### config.mk
export PLATFORM = sky130hd
export DESIGN_NAME = core_arbiter
export DESIGN_NICKNAME = d
export VERILOG_FILES = /design/src/rtl/core_arbiter.sv
export SDC_FILE = /design/constraint.sdc
export NUM_CORES = 1
export LEC_CHECK = 0
export BUFFER_PORTS_ARGS = -buffer_cell sky130_fd_sc_hd__clkbuf_2
export CAP_MARGIN = 20
export CELL_PAD_IN_SITES_DETAIL_PLACEMENT = 0
export CELL_PAD_IN_SITES_GLOBAL_PLACEMENT = 2
export CORE_MARGIN = 2
export CORE_UTILIZATION = 26
export CTS_CLUSTER_SIZE = 14
export DETAILED_ROUTE_END_ITERATION = 16
export GPL_ROUTABILITY_DRIVEN = 0
export HOLD_SLACK_MARGIN = 0.1
export PLACE_DENSITY_LB_ADDON = 0.05
export SYNTH_ARGS = -nofsm -noshare
export SYNTH_HDL_FRONTEND = slang
export SYNTH_SLANG_ARGS = --single-unit
### constraint.sdc
create_clock -name clk -period 2.4 [get_ports clk]
set_clock_uncertainty 0.2 [all_clocks]
set_input_delay 0 -clock clk [delete_from_list [all_inputs] [get_ports clk]]
set_output_delay 0 -clock clk [all_outputs]
set_load 0.005 [all_outputs]
### src/rtl/core_arbiter.sv
// core_arbiter: round-robin share of one div/root core among NREQ requesters.
// Ports: req_* requester side, core_* core side, rsp_* tagged result, busy/err_spurious status.
module core_arbiter #(
  parameter  int NREQ    = 4,
  parameter  int TIMEOUT = 255,
  localparam int IW      = $clog2(NREQ)
) (
  input  logic               clk,
  input  logic               rst,
  input  logic [NREQ-1:0]    req_valid,
  input  logic [NREQ-1:0]    req_mode,
  input  logic [NREQ*10-1:0] req_data_1,
  input  logic [NREQ*3-1:0]  req_data_2,
  output logic [NREQ-1:0]    req_ready,
  output logic               core_in_valid,
  output logic               core_in_mode,
  output logic [9:0]         core_in_data_1,
  output logic [2:0]         core_in_data_2,
  input  logic               core_out_valid,
  input  logic [19:0]        core_out_data,
  output logic               rsp_valid,
  output logic [IW-1:0]      rsp_id,
  output logic [19:0]        rsp_data,
  output logic               rsp_timeout,
  output logic               busy,
  output logic               err_spurious
);

  typedef enum logic [1:0] {
    S_IDLE, S_ISSUE, S_WAIT, S_RESP
  } state_t;

  state_t        state;
  state_t        nxt;
  logic [IW-1:0] ptr;
  logic [IW-1:0] id_q;
  logic [9:0]    wcnt;

  logic [IW-1:0] win;
  logic          win_ok;
  logic [IW:0]   s;
  logic          wcnt_end;
  logic          go_issue;
  logic          go_resp;

  logic [NREQ-1:0] ready_d;
  logic            mode_d;
  logic [9:0]      d1_d;
  logic [2:0]      d2_d;
  logic [IW-1:0]   id_d;
  logic [19:0]     data_d;
  logic            to_d;
  logic            spur_d;

  // First pending bit at or above ptr, wrapping at NREQ.
  always_comb begin
    win    = '0;
    win_ok = 1'b0;
    s      = '0;
    for (int k = 0; k < NREQ; k++) begin
      s = {1'b0, ptr} + (IW+1)'(k);
      if (s >= (IW+1)'(NREQ))
        s = s - (IW+1)'(NREQ);
      if (!win_ok && req_valid[s[IW-1:0]]) begin
        win_ok = 1'b1;
        win    = s[IW-1:0];
      end
    end
  end

  assign wcnt_end = (wcnt == 10'(TIMEOUT-1));

  always_comb begin
    nxt = state;
    unique case (state)
      S_IDLE:  if (win_ok) nxt = S_ISSUE;
      S_ISSUE: nxt = S_WAIT;
      S_WAIT:  if (core_out_valid || wcnt_end)
                 nxt = S_RESP;
      S_RESP:  nxt = S_IDLE;
      default: nxt = S_IDLE;
    endcase
  end

  assign go_issue = (state == S_IDLE) && win_ok;
  assign go_resp  = (state == S_WAIT) &&
                    (nxt == S_RESP);

  // Next values of the registered outputs.
  always_comb begin
    ready_d = '0;
    mode_d  = 1'b0;
    d1_d    = '0;
    d2_d    = '0;
    id_d    = '0;
    data_d  = '0;
    to_d    = 1'b0;
    unique case (1'b1)
      go_issue: begin
        ready_d[win] = 1'b1;
        mode_d = req_mode[win];
        d1_d   = req_data_1[int'(win)*10 +: 10];
        d2_d   = req_data_2[int'(win)*3 +: 3];
      end
      go_resp: begin
        id_d = id_q;
        // A result on the timeout cycle wins.
        if (core_out_valid)
          data_d = core_out_data;
        else
          to_d = 1'b1;
      end
      default: ;
    endcase
    spur_d = err_spurious |
             (core_out_valid && state != S_WAIT);
  end

  always_ff @(posedge clk) begin
    if (rst) begin
      state          <= S_IDLE;
      ptr            <= '0;
      id_q           <= '0;
      wcnt           <= '0;
      req_ready      <= '0;
      core_in_valid  <= 1'b0;
      core_in_mode   <= 1'b0;
      core_in_data_1 <= '0;
      core_in_data_2 <= '0;
      rsp_valid      <= 1'b0;
      rsp_id         <= '0;
      rsp_data       <= '0;
      rsp_timeout    <= 1'b0;
      busy           <= 1'b0;
      err_spurious   <= 1'b0;
    end else begin
      state <= nxt;
      if (go_issue)
        id_q <= win;
      if (state == S_ISSUE) begin
        if (id_q == IW'(NREQ-1))
          ptr <= '0;
        else
          ptr <= id_q + 1'b1;
      end
      wcnt <= (state == S_WAIT) ?
              wcnt + 10'd1 : 10'd0;
      req_ready      <= ready_d;
      core_in_valid  <= go_issue;
      core_in_mode   <= mode_d;
      core_in_data_1 <= d1_d;
      core_in_data_2 <= d2_d;
      rsp_valid      <= go_resp;
      rsp_id         <= id_d;
      rsp_data       <= data_d;
      rsp_timeout    <= to_d;
      busy           <= (nxt != S_IDLE);
      err_spurious   <= spur_d;
    end
  end

endmodule

==> results.json, run 1 <==
{
  "antenna_left": 0,
  "grt_max_degree": 21,
  "antenna_found_initial": 0,
  "synth_fa_ha_area_share_pct": 3.32,
  "insertion_delay_ps": 340,
  "cts_buffers": 9,
  "setup_viol": 0,
  "syn_avg_cell_area_um2": 10.1,
  "grt_use_met2_pct": 28.3,
  "die_x_um": 105,
  "powerDensity_mw_per_mm2": 696,
  "clkTransAtPathRegs_ps": 80,
  "fin_tns_setup_ps": 0,
  "drc_errors": 0,
  "clkPwrFrac_pct": 27.7,
  "cts_setup_buffers": 0,
  "leakagePower_nw": 1.97,
  "synth_top_family_by_area": "compound AO/OA/AOI/OAI gates",
  "rrSetupSlack_ps": 380,
  "io_pins": 128,
  "ys_top_cells_by_area": "dfxtp_1 (46%), and2_1 (5.5%), o221ai_2 (5.1%)",
  "nets": 562,
  "rsz0062_at_grt": "no",
  "cts.path.max_buffers": 2,
  "initial_utilization_pct": 26.9,
  "syn_inst": 262,
  "dr.pass1.iters": 4,
  "combPwrFrac_pct": 32.3,
  "final_common_cell": "clkbuf_2",
  "internal_power_mw": 2.01,
  "synth_xor_area_share_pct": 2.32,
  "hpwl_um": 5530,
  "required_ps": 2470,
  "ir_drop_mv": 0.256,
  "routedWlPerCell_um": 13.6,
  "synth-main-ff-cell": "dfxtp_1",
  "fin_util_pct": 44.7,
  "swShare_pct": 34.1,
  "area_growth_pct": 66.2,
  "crit_family": "simple AND/OR/NAND/NOR gates",
  "grt_util_met1_pct": 17.8,
  "n_antenna_cell": 0,
  "crit_path_max_fanout": 5,
  "grt_usage_pct": 15.7,
  "async_flop_share_pct": 0,
  "core_mm2": 0.00982,
  "dieArea_mm2": 0.0110,
  "synth_top_area_cell": "dfxtp_1",
  "synth_top_area_share_pct": 46.3,
  "io_buffers": 127,
  "cts_tree": "yes",
  "most-common-layout-cells": "clkbuf_2 (127), dlygate4sd3_1 (81), dfxtp_1 (61)",
  "synth_area_mm2": 0.00264,
  "hold_viol": 0,
  "synth.mux.area_fraction_pct": 1.14,
  "use_met3_pct": 4.05,
  "synth_compound_area_share_pct": 23.2,
  "die_height_um": 105,
  "busiest_layer": "met2",
  "period_needed_ps": 2020,
  "htreeDepth": 3,
  "min_path_cells": 5,
  "hold_start": "req_valid[1]",
  "synth_edf_count": 0,
  "outcome": "finished, final reports clean",
  "cp.depth": 6,
  "grt_pass1_vias": 2778,
  "fin_crit_sh_pct": 84.2,
  "fin_ws_ps": 378,
  "drive_gt1_share_pct": 35.6,
  "power_frac_seq_pct": 40.0,
  "drv_cap": 0,
  "synth_cell_types": 44,
  "cts-resized-gates": 0,
  "slew_headroom_pct": 58.3,
  "root_buffer": "clkbuf_8",
  "critPathKind": "register to register",
  "cp-end-kind": "register",
  "grt_pass1_wl_um": 13600,
  "critPathSlowestCell": "or3b_2",
  "r2r_end": "rsp_id[0]$_SDFF_PP0_",
  "grt_overflow_total": 0,
  "maxSlewViolCount": 0,
  "via_count": 2645,
  "place_ws_ps": 378,
  "critical_path.cell_chain": "inv_1, ha_1, or3b_2, o31ai_1, nor3b_1, and2_1",
  "first_iter_violations": 124,
  "r2r_cells": 6,
  "hold_path.class": "input port to register",
  "timing.rr.start": "wcnt[0]$_SDFF_PP0_",
  "cpPeakStageDelay_ps": 430,
  "critical_path_arrival_ps": 2100,
  "start_kind": "register",
  "rows": 36,
  "syn_nets": 352,
  "synthSimpleGateAreaFrac_pct": 15.6,
  "ys_seq_elements": 61,
  "yosys_warnings": 0,
  "drt-vias-per-instance": 4.34,
  "ctsHoldBuffers": 81,
  "ys_seq_area_share_pct": 46.3,
  "wl_um": 8320,
  "cts.sinks": 61,
  "hold_end": "id_q[0]$_SDFFE_PP0P_",
  "fmax_mhz": 495,
  "worstMarginPinSlew_ps": 626,
  "p_sw_mw": 1.04,
  "crit_buf_inv": 1
}
-- stage by stage --
step / hold slack, ps / cell area (um2) / std cells / power (mW)
6_report: 136 / 4390 / 610 / 3.05
5_1_grt: 170 / 4390 / 610 / 3.27
4_1_cts: 112 / 4390 / 610 / 3.11
3_5_place_dp: 2.68 / 3400 / 513 / 2.13
3_3_place_gp: 0.0274 / 3400 / 513 / 2.13
2_1_floorplan: -122 / 2640 / 262 / 1.81
-- metal layers --
metal  wire length [um]  up-vias
met1               3510     1201
met2               4240       89
met5                  0        -
met4                123        0
met3                449       10
li1                   -     1345
-- worst max path at each step --
| stage | from | end | slack, ps |
|---|---|---|---|
| final | wcnt[0]$_SDFF_PP0_ | rsp_id[0]$_SDFF_PP0_ | 380 |
| after global routing | ptr[1]$_SDFFE_PP0N_ | core_in_data_2[1]$_SDFF_PP0_ | 130 |
| after CTS | wcnt[0]$_SDFF_PP0_ | rsp_id[0]$_SDFF_PP0_ | 340 |
| after detailed placement | ptr[1]$_SDFFE_PP0N_ | core_in_data_1[9]$_SDFF_PP0_ | 380 |
| after global placement | ptr[1]$_SDFFE_PP0N_ | core_in_data_2[2]$_SDFF_PP0_ | 380 |
| after floorplan | wcnt[0]$_SDFF_PP0_ | rsp_timeout$_SDFF_PP0_ | 550 |
-- area by class of cell --
class	instances	area, um2
multi-input cells	158	1210
clock buffers	9	124
clock inverters	7	56.3
fillers	993	5430
well taps	133	166
inverters	26	97.6
repair buffers	216	1510
flip-flops and latches	61	1220
-- synth_stat cells, drive strengths merged, types with 4 or more instances --
library cell and instances:
dfxtp 61, inv 26, and2 23, nor2 20, o211ai 15, o221ai 15, a32oi 14, buf 11
a21oi 7, ha 7, clkbuf 6, nand2 5, nand2b 4, nand3 4, nor3 4, xnor2 4
-- registers in the layout, indices dropped and copies added (netlist names) --
name	count
core_in_data_1	10
req_ready	4
rsp_data	20
core_in_mode	1
err_spurious	1
core_in_valid	1
wcnt	10
rsp_timeout	1
id_q	2
rsp_valid	1
ptr	2
rsp_id	2
busy	1
core_in_data_2	3
state	2
-- logic make-up (layout without fill, tap and decap cells) --
| kind of cell | Yosys count | after routing |
|---|---|---|
| AO/OA/AOI/OAI | 65 | 65 |
| multiplexers | 3 | 3 |
| buffers and inverters | 43 | 258 |
| flip-flops | 61 | 61 |
| XOR/XNOR | 7 | 7 |
| AND/OR/NAND/NOR | 76 | 76 |
| adder cells (fa/ha/maj) | 7 | 7 |
-- worst reg2reg max path, stage by stage (launching register included) --
cell	delay, ps
dfxtp_1	350
inv_1	70
ha_1	130
or3b_2	430
o31ai_1	280
nor3b_1	340
and2_1	170
-- power by group through the flow --
stage,clock [mW],combinational [mW],sequential (mW)
after floorplan,0,0.575,1.24
after global placement,0,0.886,1.24
after detailed placement,0,0.881,1.25
after CTS,0.888,1.00,1.22
after global routing,0.928,1.10,1.24
final,0.846,0.986,1.22
Power figures use the tool's default switching activity.
==> run 2, diff against run 1 <==
- CORE_UTILIZATION: 26 -> 24
- clock period: 2.4 -> 1.7 ns (I/O delays scaled with it)
==> results.json, run 2 (synthesized netlist as in run 1, its figures left out) <==
{
  "outcome": "finished with violations",
  "violations": "setup timing",
  "required_ps": 1770,
  "worstMarginPinSlew_ps": 379,
  "root_buffer": "clkbuf_8",
  "crit_family": "simple AND/OR/NAND/NOR gates",
  "wl_um": 8890,
  "first_iter_violations": 91,
  "fin_ws_ps": -41.5,
  "area_growth_pct": 86.9,
  "regMostFlops": "rsp_data",
  "cts.path.max_buffers": 2,
  "multiInputGateArea_mm2": 0.00135,
  "cts_tree": "yes",
  "largest_register_ffs": 20,
  "via_count": 2792,
  "hpwl_um": 6010,
  "hold_viol": 0,
  "grt_pass1_wl_um": 13200,
  "io_pins": 128,
  "critPathSlowestCell": "or3b_4",
  "htreeDepth": 3,
  "period_needed_ps": 1740,
  "insertion_delay_ps": 340,
  "drv_cap": 0,
  "initial_utilization_pct": 24.5,
  "p_total_mw": 5.08,
  "rows": 38,
  "dp.cells": 549,
  "reg.largest.list": "rsp_data x20, core_in_data_1 x10, wcnt x10",
  "fmax_mhz": 574,
  "antenna_left": 0,
  "cts_buffers": 9,
  "critical_path_arrival_ps": 1810,
  "critPathKind": "register to register",
  "antenna_found_initial": 0,
  "rsz0062_at_grt": "yes",
  "core_mm2": 0.0108,
  "drt-vias-per-instance": 4.28,
  "nets": 597,
  "maxSlewViolCount": 0,
  "dr.pass1.iters": 5,
  "crit_buf_inv": 1,
  "slew_headroom_pct": 74.7,
  "grt_pass1_vias": 2812,
  "cpPeakStageDelay_ps": 380,
  "fin_crit_sh_pct": 102,
  "most-common-layout-cells": "clkbuf_2 (127), dlygate4sd3_1 (82), dfxtp_1 (56)",
  "final_area_mm2": 0.00493,
  "grt_usage_pct": 14.7,
  "die_x_um": 109,
  "die_height_um": 109,
  "drive_gt1_share_pct": 44.9,
  "setup_viol": 22,
  "leakagePower_nw": 2.22,
  "dieArea_mm2": 0.0119,
  "ir_drop_mv": 0.465,
  "powerDensity_mw_per_mm2": 1030,
  "drc_errors": 0,
  "hold_path.class": "input port to register",
  "fillers": 1029,
  "final_common_cell": "clkbuf_2",
  "critical_path.cell_chain": "inv_1, ha_1, or3b_4, o31ai_4, or2b_1, a21oi_2",
  "grt_max_degree": 21,
  "crit_path_max_fanout": 3,
  "grt_overflow_total": 0,
  "seqCellArea_mm2": 0.00123,
  "n_antenna_cell": 0,
  "layout.cells.non_filler": 652,
  "io_buffers": 127,
  "start_kind": "register",
  "routedWlPerCell_um": 13.6,
  "cts.sinks": 61,
  "clkTransAtPathRegs_ps": 80,
  "place_ws_ps": -106,
  "cp-end-kind": "register",
  "fin_util_pct": 45.7,
  "dpl_cell_area_mm2": 0.00372
}
## run 2: cell types whose count changed in the layout (fill, tap and decap cells not counted), sizes merged
cell	delta
inv	-1
buf	+33
clkinv	-1
clkinvlp	-1
bufinv	+1
clkbuf	+3
dlygate4sd3	+1
## run 2: final cells by class
cell class	count	share of cell area (%)
Clock inverter	5	1.32
Timing Repair Buffer	251	37.7
Inverter	26	2.03
Multi-Input combinational cell	158	27.4
Sequential cell	61	24.9
Tap cell	140	3.55
Clock buffer	11	3.07
## run 2: tightest hold or removal path, stage by stage
cell and delay [ps]:
clkbuf_2 160, o41ai_4 100, buf_4 140, buf_4 130
nand2_1 50, a21oi_1 50
## run 2: power breakdown
group / internal, mW / switching, mW / total [mW]
Sequential: 1.63 / 0.0793 / 1.71
Combinational: 1.03 / 0.920 / 1.95
Clock: 0.776 / 0.644 / 1.42
Total: 3.44 / 1.64 / 5.08
## run 2: path summary, 6_finish.rpt
path / startpoint / end / slack (ps) / cells past startpoint
max: wcnt[0]$_SDFF_PP0_ / busy$_SDFF_PP0_ / -40 / 6
min: req_valid[3] / id_q[1]$_SDFFE_PP0P_ / 140 / 6
min reg2reg: err_spurious$_SDFF_PP0_ / err_spurious$_SDFF_PP0_ / 290 / 2
max reg2reg: wcnt[0]$_SDFF_PP0_ / busy$_SDFF_PP0_ / -40 / 6
## run 2: layer usage
layer	routed length, um	vias up	GRT usage [%]
met2	4710	89	27.1
met3	538	8	5.32
met5	0	-	0
met4	109	0	4.40
li1	-	1425	-
met1	3540	1270	15.6
## run 2: metrics by stage
step,TNS (ps),hold WS [ps]
finish,-183,141
global route,-2440,156
CTS,-1260,55.8
detailed placement,-1580,4.10
global placement,-1370,-0.178
floorplan,-244,-123
## run 2: timing repair
action	4_1_cts	5_1_grt
hold endpoints to repair	57	1
hold buffers	82	1
cloned	0	1
pin swaps	5	15
gates resized for setup	3	22
setup buffers	0	4
endpoints found under the setup margin	39	41
